## config.mk

```make
export PLATFORM = sky130hd
export DESIGN_NAME = cache_host_if
export DESIGN_NICKNAME = d
export VERILOG_FILES = /design/src/rtl/ctrl_types_pkg.sv /design/src/rtl/cache_host_if_rdy_edge_timeout.sv /design/src/rtl/cache_host_if.sv
export SDC_FILE = /design/constraint.sdc
export NUM_CORES = 1
export LEC_CHECK = 0
export ABC_AREA = 1
export CORE_MARGIN = 1.5
export CORE_UTILIZATION = 47
export DETAILED_ROUTE_END_ITERATION = 6
export GPL_ROUTABILITY_DRIVEN = 0
export GPL_TIMING_DRIVEN = 1
export PLACE_DENSITY = 0.85
export SLEW_MARGIN = 5
export SYNTH_ARGS = -nofsm -noshare
export SYNTH_HDL_FRONTEND = slang
export SYNTH_SLANG_ARGS = --single-unit
```

## constraint.sdc

```tcl
create_clock -name clk -period 5.4 [get_ports clk]
set_clock_uncertainty 0.1 [all_clocks]
set_input_delay 1.35 -clock clk [delete_from_list [all_inputs] [get_ports clk]]
set_output_delay 1.35 -clock clk [all_outputs]
set_load 0.05 [all_outputs]
```

## src/rtl/ctrl_types_pkg.sv

```systemverilog
// Shared controller-side types: operation codes, host response status and
// the host-interface FSM state encoding.
// Latency: n/a (types only). Backpressure: n/a.
package ctrl_types_pkg;

  typedef enum logic [1:0] {
    NOOP   = 2'd0,
    READ   = 2'd1,
    UPSERT = 2'd2,
    DELETE = 2'd3
  } operation_e;

  typedef enum logic [1:0] {
    OK      = 2'd0,
    MISS    = 2'd1,
    TIMEOUT = 2'd2,
    ILLEGAL = 2'd3
  } resp_status_e;

  typedef enum logic [1:0] {
    IDLE  = 2'd0,
    ISSUE = 2'd1,
    WAIT  = 2'd2,
    RESP  = 2'd3
  } if_state_e;

  // Read data is only meaningful for a READ the controller completed.
  function automatic logic returns_data(operation_e op, logic succ);
    return (op == READ) && succ;
  endfunction

endpackage

```

## src/rtl/cache_host_if_rdy_edge_timeout.sv

```systemverilog
// Rising-edge detector on the controller ready plus a saturating WAIT timeout counter.
// Latency: edge/expired are combinational from rdy and the registered history.
// Backpressure: none; clear loads the ready history, en advances detector and counter.
//
// Ports: clk, rst (async active-high); clear (ISSUE cycle), en (WAIT cycles),
//        rdy (controller ready level); rdy_edge (rdy & ~rdy_q while en),
//        expired (counter at its last WAIT cycle while en).
module rdy_edge_timeout #(
  parameter int TIMEOUT_CYCLES = 64
) (
  input  logic clk,
  input  logic rst,
  input  logic clear,
  input  logic en,
  input  logic rdy,
  output logic rdy_edge,
  output logic expired
);

  localparam int CW = $clog2(TIMEOUT_CYCLES + 1);
  localparam logic [CW-1:0] CNT_LAST = CW'(TIMEOUT_CYCLES - 1);
  localparam logic [CW-1:0] CNT_MAX  = CW'(TIMEOUT_CYCLES);

  logic          rdy_q, rdy_d;
  logic [CW-1:0] cnt_q, cnt_d;

  always_comb begin
    rdy_d = rdy_q;
    cnt_d = cnt_q;
    if (clear) begin
      // Loading the current level means a ready that is already high
      // before WAIT is not mistaken for a completion.
      rdy_d = rdy;
      cnt_d = '0;
    end else if (en) begin
      rdy_d = rdy;
      if (cnt_q != CNT_MAX) begin
        cnt_d = cnt_q + 1'b1;
      end
    end
  end

  always_ff @(posedge clk or posedge rst) begin
    if (rst) begin
      rdy_q <= 1'b0;
      cnt_q <= '0;
    end else begin
      rdy_q <= rdy_d;
      cnt_q <= cnt_d;
    end
  end

  assign rdy_edge = en & rdy & ~rdy_q;
  // Raw expiry; the caller gives a simultaneous edge priority.
  assign expired  = en & (cnt_q == CNT_LAST);

endmodule

```

## src/rtl/cache_host_if.sv

```systemverilog
// Host command interface: one request at a time, issued as a one-cycle op pulse,
// response latched on the controller ready rising edge. Latency: accept->pulse 1, edge->resp_valid 1.
// Backpressure: req_ready only in IDLE; response held stable until resp_ready.
//
// Ports: req_* (host request handshake), resp_* (host response handshake),
//        ctrl_op_out/key_out/value_out (to controller/memory),
//        ctrl_rdy_in/ctrl_op_succ_in/rd_value_in (from controller/memory), busy.
module cache_host_if
  import ctrl_types_pkg::*;
#(
  parameter int KEY_WIDTH      = 16,
  parameter int VALUE_WIDTH    = 32,
  parameter int TIMEOUT_CYCLES = 64
) (
  input  logic                   clk,
  input  logic                   rst,
  input  logic                   req_valid,
  output logic                   req_ready,
  input  operation_e             req_op,
  input  logic [KEY_WIDTH-1:0]   req_key,
  input  logic [VALUE_WIDTH-1:0] req_value,
  output logic                   resp_valid,
  input  logic                   resp_ready,
  output resp_status_e           resp_status,
  output logic [VALUE_WIDTH-1:0] resp_value,
  output operation_e             ctrl_op_out,
  output logic [KEY_WIDTH-1:0]   key_out,
  output logic [VALUE_WIDTH-1:0] value_out,
  input  logic                   ctrl_rdy_in,
  input  logic                   ctrl_op_succ_in,
  input  logic [VALUE_WIDTH-1:0] rd_value_in,
  output logic                   busy
);

  if_state_e              state_q, state_d;
  operation_e             op_q, op_d;
  operation_e             ctrl_op_q, ctrl_op_d;
  logic [KEY_WIDTH-1:0]   key_q, key_d;
  logic [VALUE_WIDTH-1:0] value_q, value_d;
  resp_status_e           resp_status_q, resp_status_d;
  logic [VALUE_WIDTH-1:0] resp_value_q, resp_value_d;

  logic tmr_clear, tmr_en, rdy_edge, expired;

  assign tmr_clear = (state_q == ISSUE);
  assign tmr_en    = (state_q == WAIT);

  rdy_edge_timeout #(
    .TIMEOUT_CYCLES(TIMEOUT_CYCLES)
  ) u_rdy_edge_timeout (
    .clk     (clk),
    .rst     (rst),
    .clear   (tmr_clear),
    .en      (tmr_en),
    .rdy     (ctrl_rdy_in),
    .rdy_edge(rdy_edge),
    .expired (expired)
  );

  always_comb begin
    state_d       = state_q;
    op_d          = op_q;
    ctrl_op_d     = ctrl_op_q;
    key_d         = key_q;
    value_d       = value_q;
    resp_status_d = resp_status_q;
    resp_value_d  = resp_value_q;

    case (state_q)
      IDLE: begin
        if (req_valid) begin
          op_d    = req_op;
          key_d   = req_key;
          value_d = req_value;
          if (req_op == NOOP) begin
            state_d       = RESP;
            resp_status_d = ILLEGAL;
            resp_value_d  = '0;
          end else begin
            // Registered so the pulse lines up with the ISSUE cycle.
            state_d   = ISSUE;
            ctrl_op_d = req_op;
          end
        end
      end
      ISSUE: begin
        // Drop the op after one cycle so the controller cannot re-enter it.
        ctrl_op_d = NOOP;
        state_d   = WAIT;
      end
      WAIT: begin
        if (rdy_edge) begin
          state_d       = RESP;
          resp_status_d = ctrl_op_succ_in ? OK : MISS;
          resp_value_d  = returns_data(op_q, ctrl_op_succ_in) ? rd_value_in : '0;
        end else if (expired) begin
          state_d       = RESP;
          resp_status_d = TIMEOUT;
          resp_value_d  = '0;
        end
      end
      RESP: begin
        if (resp_ready) begin
          state_d = IDLE;
        end
      end
      default: state_d = IDLE;
    endcase
  end

  always_ff @(posedge clk or posedge rst) begin
    if (rst) begin
      state_q       <= IDLE;
      op_q          <= NOOP;
      ctrl_op_q     <= NOOP;
      key_q         <= '0;
      value_q       <= '0;
      resp_status_q <= OK;
      resp_value_q  <= '0;
    end else begin
      state_q       <= state_d;
      op_q          <= op_d;
      ctrl_op_q     <= ctrl_op_d;
      key_q         <= key_d;
      value_q       <= value_d;
      resp_status_q <= resp_status_d;
      resp_value_q  <= resp_value_d;
    end
  end

  // Gated by rst so no request is taken while reset is still asserted.
  assign req_ready   = (state_q == IDLE) & ~rst;
  assign resp_valid  = (state_q == RESP);
  assign resp_status = resp_status_q;
  assign resp_value  = resp_value_q;
  assign ctrl_op_out = ctrl_op_q;
  assign key_out     = key_q;
  assign value_out   = value_q;
  assign busy        = (state_q != IDLE);

endmodule

```

# Yosys cells after proc, flatten, opt, wreduce, memory -nomap -nowiden
# Cells that the tools add are included.
# word_totals
regBits	96
word_cells	66
inputBits	88
# classes
muxes	26
n_addsub	1
bitwise	6
n_eq_ne	11
n_reduce_logical	13
# op_table
operator	n
$mux W32	5
$pmux W32 S2	1
$mux W2	11
$mux W7	3
$reduce_bool A2 Y1	5
$pmux W2 S2	2
$pmux W2 S4	1
$add A7 B1 Y7 const B	1
$eq A7 B6 Y1 const B	1
$ne A7 B7 Y1 const B	1
$ne A2 B2 Y1 const B	3
$reduce_and A3 Y1	2
$and A1 B1 Y1	4
$eq A2 B1 Y1 const B	2
$eq A2 B2 Y1 const B	2
$logic_not A2 Y1	2
$reduce_and A2 Y1	2
$reduce_and A4 Y1	1
$mux W1	3
$ne A3 B3 Y1 const B	1
$ne A2 B1 Y1 const B	1
$not A1 Y1	2
$logic_and A1 B1 Y1	1

# Logic depth before layout (Yosys ltp)
# depth
word_depth	5
depth_mapped	9
ltp_nobuf	8

# By module
# From an unflattened synthesis, not the netlist that was laid out.
# unflattened
hier_cells	449
hier_area_um2	4280.4
# modules_own_cells
module	cells_per_inst	area_each_um2	instances	seq_area_each_um2
cache_host_if	372	3737.3	1	2202.1
rdy_edge_timeout	77	543.0	1	200.2

# Least setup slack after synthesis
# No wires, ideal clock.
# synth_timing
path_kind	input to output
from	input rst
to	output req_ready
stages	1
setup_slack_ps	1946
arrival_ps	2004
n_path_buf	0
t_required_ps	3950
path_cell_list	nor2_1
# synth_between
elab_chain_cells	2
# synth_rtl
item	line_no	source
start, declared	cache_host_if.sv:16	input logic rst,
$not A1 Y1	cache_host_if.sv:132	assign req_ready = (state_q == IDLE) & ~rst;
$and A1 B1 Y1	cache_host_if.sv:132	
end, declared	cache_host_if.sv:18	output logic req_ready,
# Every way passes these cells.

# Worst setup path in the final report
# Ends and elaborated chain as after synthesis.

==> results.ini <==
[status]
status = completed

[logic_synthesis]
synthAdderAreaFrac = 0.01956
synthSimpleGateAreaFrac = 0.2378
synth.distinct_cells = 25
avgSynthCellArea_um2 = 9.926
ys_async_sr_fraction = 1.000
synth_seq_cells = 96
ys_warn_count = 0
synth_ff_type = dfrtp_1
syn_nets = 546
synth_top_area_share = 0.5366
yosysTopAreaCell = dfrtp_1
synth_xor_area_frac = 0.003913
muxShareOfSynthArea = 0.1233
syn-cell-area_mm2 = 0.004477
yosysSeqAreaShare = 0.5366
synth_top_family_by_area = simple AND/OR/NAND/NOR gates
synth_edf_count = 0
synth-compound-area-share = 0.02264
synthCells = 451
synth_area_leaders = dfrtp_1 (54%), mux2_2 (12%), nand4_1 (9.5%), nand2_1 (8.6%), nor2_1 (3.5%)

[timing]
max_freq_mhz = 237.2
slew_violations = 0
setup_ws_ns = 1.185
fin_crit_ns = 4.215
tightest_slew_ns = 1.153
rsz0062_at_grt = no
timing.final.crit_share = 0.7806
finalHoldViolations = 0
max_slew_margin = 0.2290
setup-violations-final = 0
fin_setup_tns_ns = 0

[detailed_routing]
vias = 3964
wl_per_cell_um = 17.50
wirelength_um = 12880
drt-vias-per-instance = 5.386
ant_nets = 0
drt-initial-drc-count = 233
drc = 0
dr.pass1.iters = 4

[critical_path]
path_depth = 3
r2r-start = state_q[0]
start_kind = primary input
reg2reg_slack_ns = 2.91
critPathMaxStageDelay_ns = 0.82
cp_num_buf_inv = 2
worstPathCellList = clkdlybuf4s50_1, nor2_1, clkdlybuf4s50_1
crit_path_end_kind = output pin
criticalPathCategory = primary input to output pin
arrival_ns = 2.77
critPathMostFrequentCell = clkdlybuf4s50_1
rr_worst_depth = 8
slowest_stage = clkdlybuf4s50_1
path_max_fanout = 2
worstPathRequired_ns = 3.95
critPathTopFamily = buffers and inverters
cp-startpoint = rst

[die]
rows = 35
die_w_um = 100.6
die-area_mm2 = 0.01012
io_pins = 175
core_mm2 = 0.009240
start_util = 0.4845
die_y_um = 100.6

[min_path]
hold_start = resp_status[0]
hp-class = flip-flop to flip-flop
min_path_cells = 2

[clock_network]
htreeDepth = 3
ctsResizeCount = 0
cts.sinks = 96
post_cts_buffers = 0
clk_latency_ns = 0.35
cts_tree = done
postCtsHoldBufs = 0
clockBufferDepth = 2
cts_root_buf = clkbuf_8
clk_pin_slew_ns = 0.08
numCtsBuffers = 9

[cells_and_area]
areaGrowthSynthToFinish_pct = 43.74
final_nets = 698
fin_area_mm2 = 0.006435
n_antenna_cell = 0
drive_gt1_frac = 0.1252

[global_route]
grt_max_degree = 71
grt_pass1_vias = 4114
grt_pass1_wl_um = 20760
track_usage = 0.2637
antenna_found_initial = 0
grt-ovfl-total = 0

[placed_design]
port-buffer-count = 174
place_ws_ns = 1.169
place_area_mm2 = 0.006212
dp_hpwl_um = 8592

[pwr]
p_per_area_mw_per_mm2 = 582.3
ir_worst_vdd_mv = 0.5514
leakage_nw = 2.791

[flow_run]
max-cap-violations = 0

[worst min-delay path: stages (launching register included)]
cell and delay [ns]:
dfrtp_1 0.36, nand2_1 0.05, nand2_1 0.04
[worst paths after layout]
path                                       end
worst max-delay path                 req_ready
worst min-delay path            resp_status[0]
worst max register to register  resp_value[26]
worst min register to register  resp_status[0]
max in group asynchronous       resp_status[0]
min in group asynchronous         value_out[4]
[power by group]
| part | internal (mW) | switching (mW) | total, mW |
|---|---|---|---|
| combinational | 0.708 | 1.37 | 2.08 |
| sequential | 0.955 | 0.185 | 1.14 |
| clock | 0.263 | 0.262 | 0.525 |
[cells in the final DEF, fill, tap and decap left out, drive strengths merged]
| cell type | synthesis | layout |
|---|---|---|
| clkdlybuf4s50 | 0 | 174 |
| nand2 | 103 | 103 |
| dfrtp | 96 | 96 |
| nand4 | 68 | 68 |
| mux2 | 49 | 49 |
| nor2 | 42 | 42 |
| inv | 17 | 18 |
| nand3 | 13 | 13 |
| o21ai | 12 | 12 |
| clkbuf | 12 | 9 |
| ha | 7 | 7 |
| clkinv | 0 | 3 |
| a21oi | 2 | 2 |
| xor2 | 2 | 2 |
| o21bai | 2 | 2 |
| bufinv | 0 | 2 |
| buf | 23 | 2 |
| or2 | 2 | 2 |
| o211ai | 1 | 1 |
[synthesized netlist by cell type (3+ instances only)]
master	number
dfrtp_1	96
buf_6	3
nand3_1	12
buf_4	4
mux2_2	49
o21ai_0	10
clkbuf_1	12
nand2_1	102
nand4_1	68
nor2_1	42
ha_1	7
buf_2	15
inv_1	16
[metrics by stage]
step                hold WS [ns]  power, mW  cells    util
floorplan                 0.3911      2.546    451       -
global placement          0.3577      3.143    721  0.6723
detailed placement        0.3620      3.210    721  0.6723
CTS                       0.3836      3.764    736  0.6959
global route              0.4055      3.924    736  0.6964
finish                    0.3834      3.747    736  0.6964
[registers in the layout (all words and copies together), names as in the netlist]
register,cells
op_q,2
ctrl_op_out,2
u_rdy_edge_timeout.rdy_q,1
key_out,16
state_q,2
value_out,32
u_rdy_edge_timeout.cnt_q,7
resp_value,32
resp_status,2
[final cells by class]
class | instances | area [um^2]
clock buffer | 9 | 123.9
clock inverter | 6 | 93.84
fill | 663 | 2805
inverter | 17 | 66.31
multi-input combinational | 303 | 1831
sequential | 96 | 2402
tap | 129 | 161.4
timing repair buffer | 176 | 1757
[routing by layer]
metal  track usage  up-vias  share of wire
met5             0        -              0
met4       0.07692        0          0.015
met3       0.08669       14           0.10
met2        0.4532      204           0.50
met1        0.3159     1900           0.38
li1              -     1846              -
[kinds of logic (layout without fill, tap and decap cells)]
| group | after synthesis | after routing |
|---|---|---|
| xor gates and xnor gates | 2 | 2 |
| AOI/OAI and AO/OA | 17 | 17 |
| buffers and inverters | 52 | 208 |
| and+or+nand+nor | 228 | 228 |
| DFF | 96 | 96 |
| muxes | 49 | 49 |
| adders and majority gates | 7 | 7 |
(Power assumes the default switching activity.)
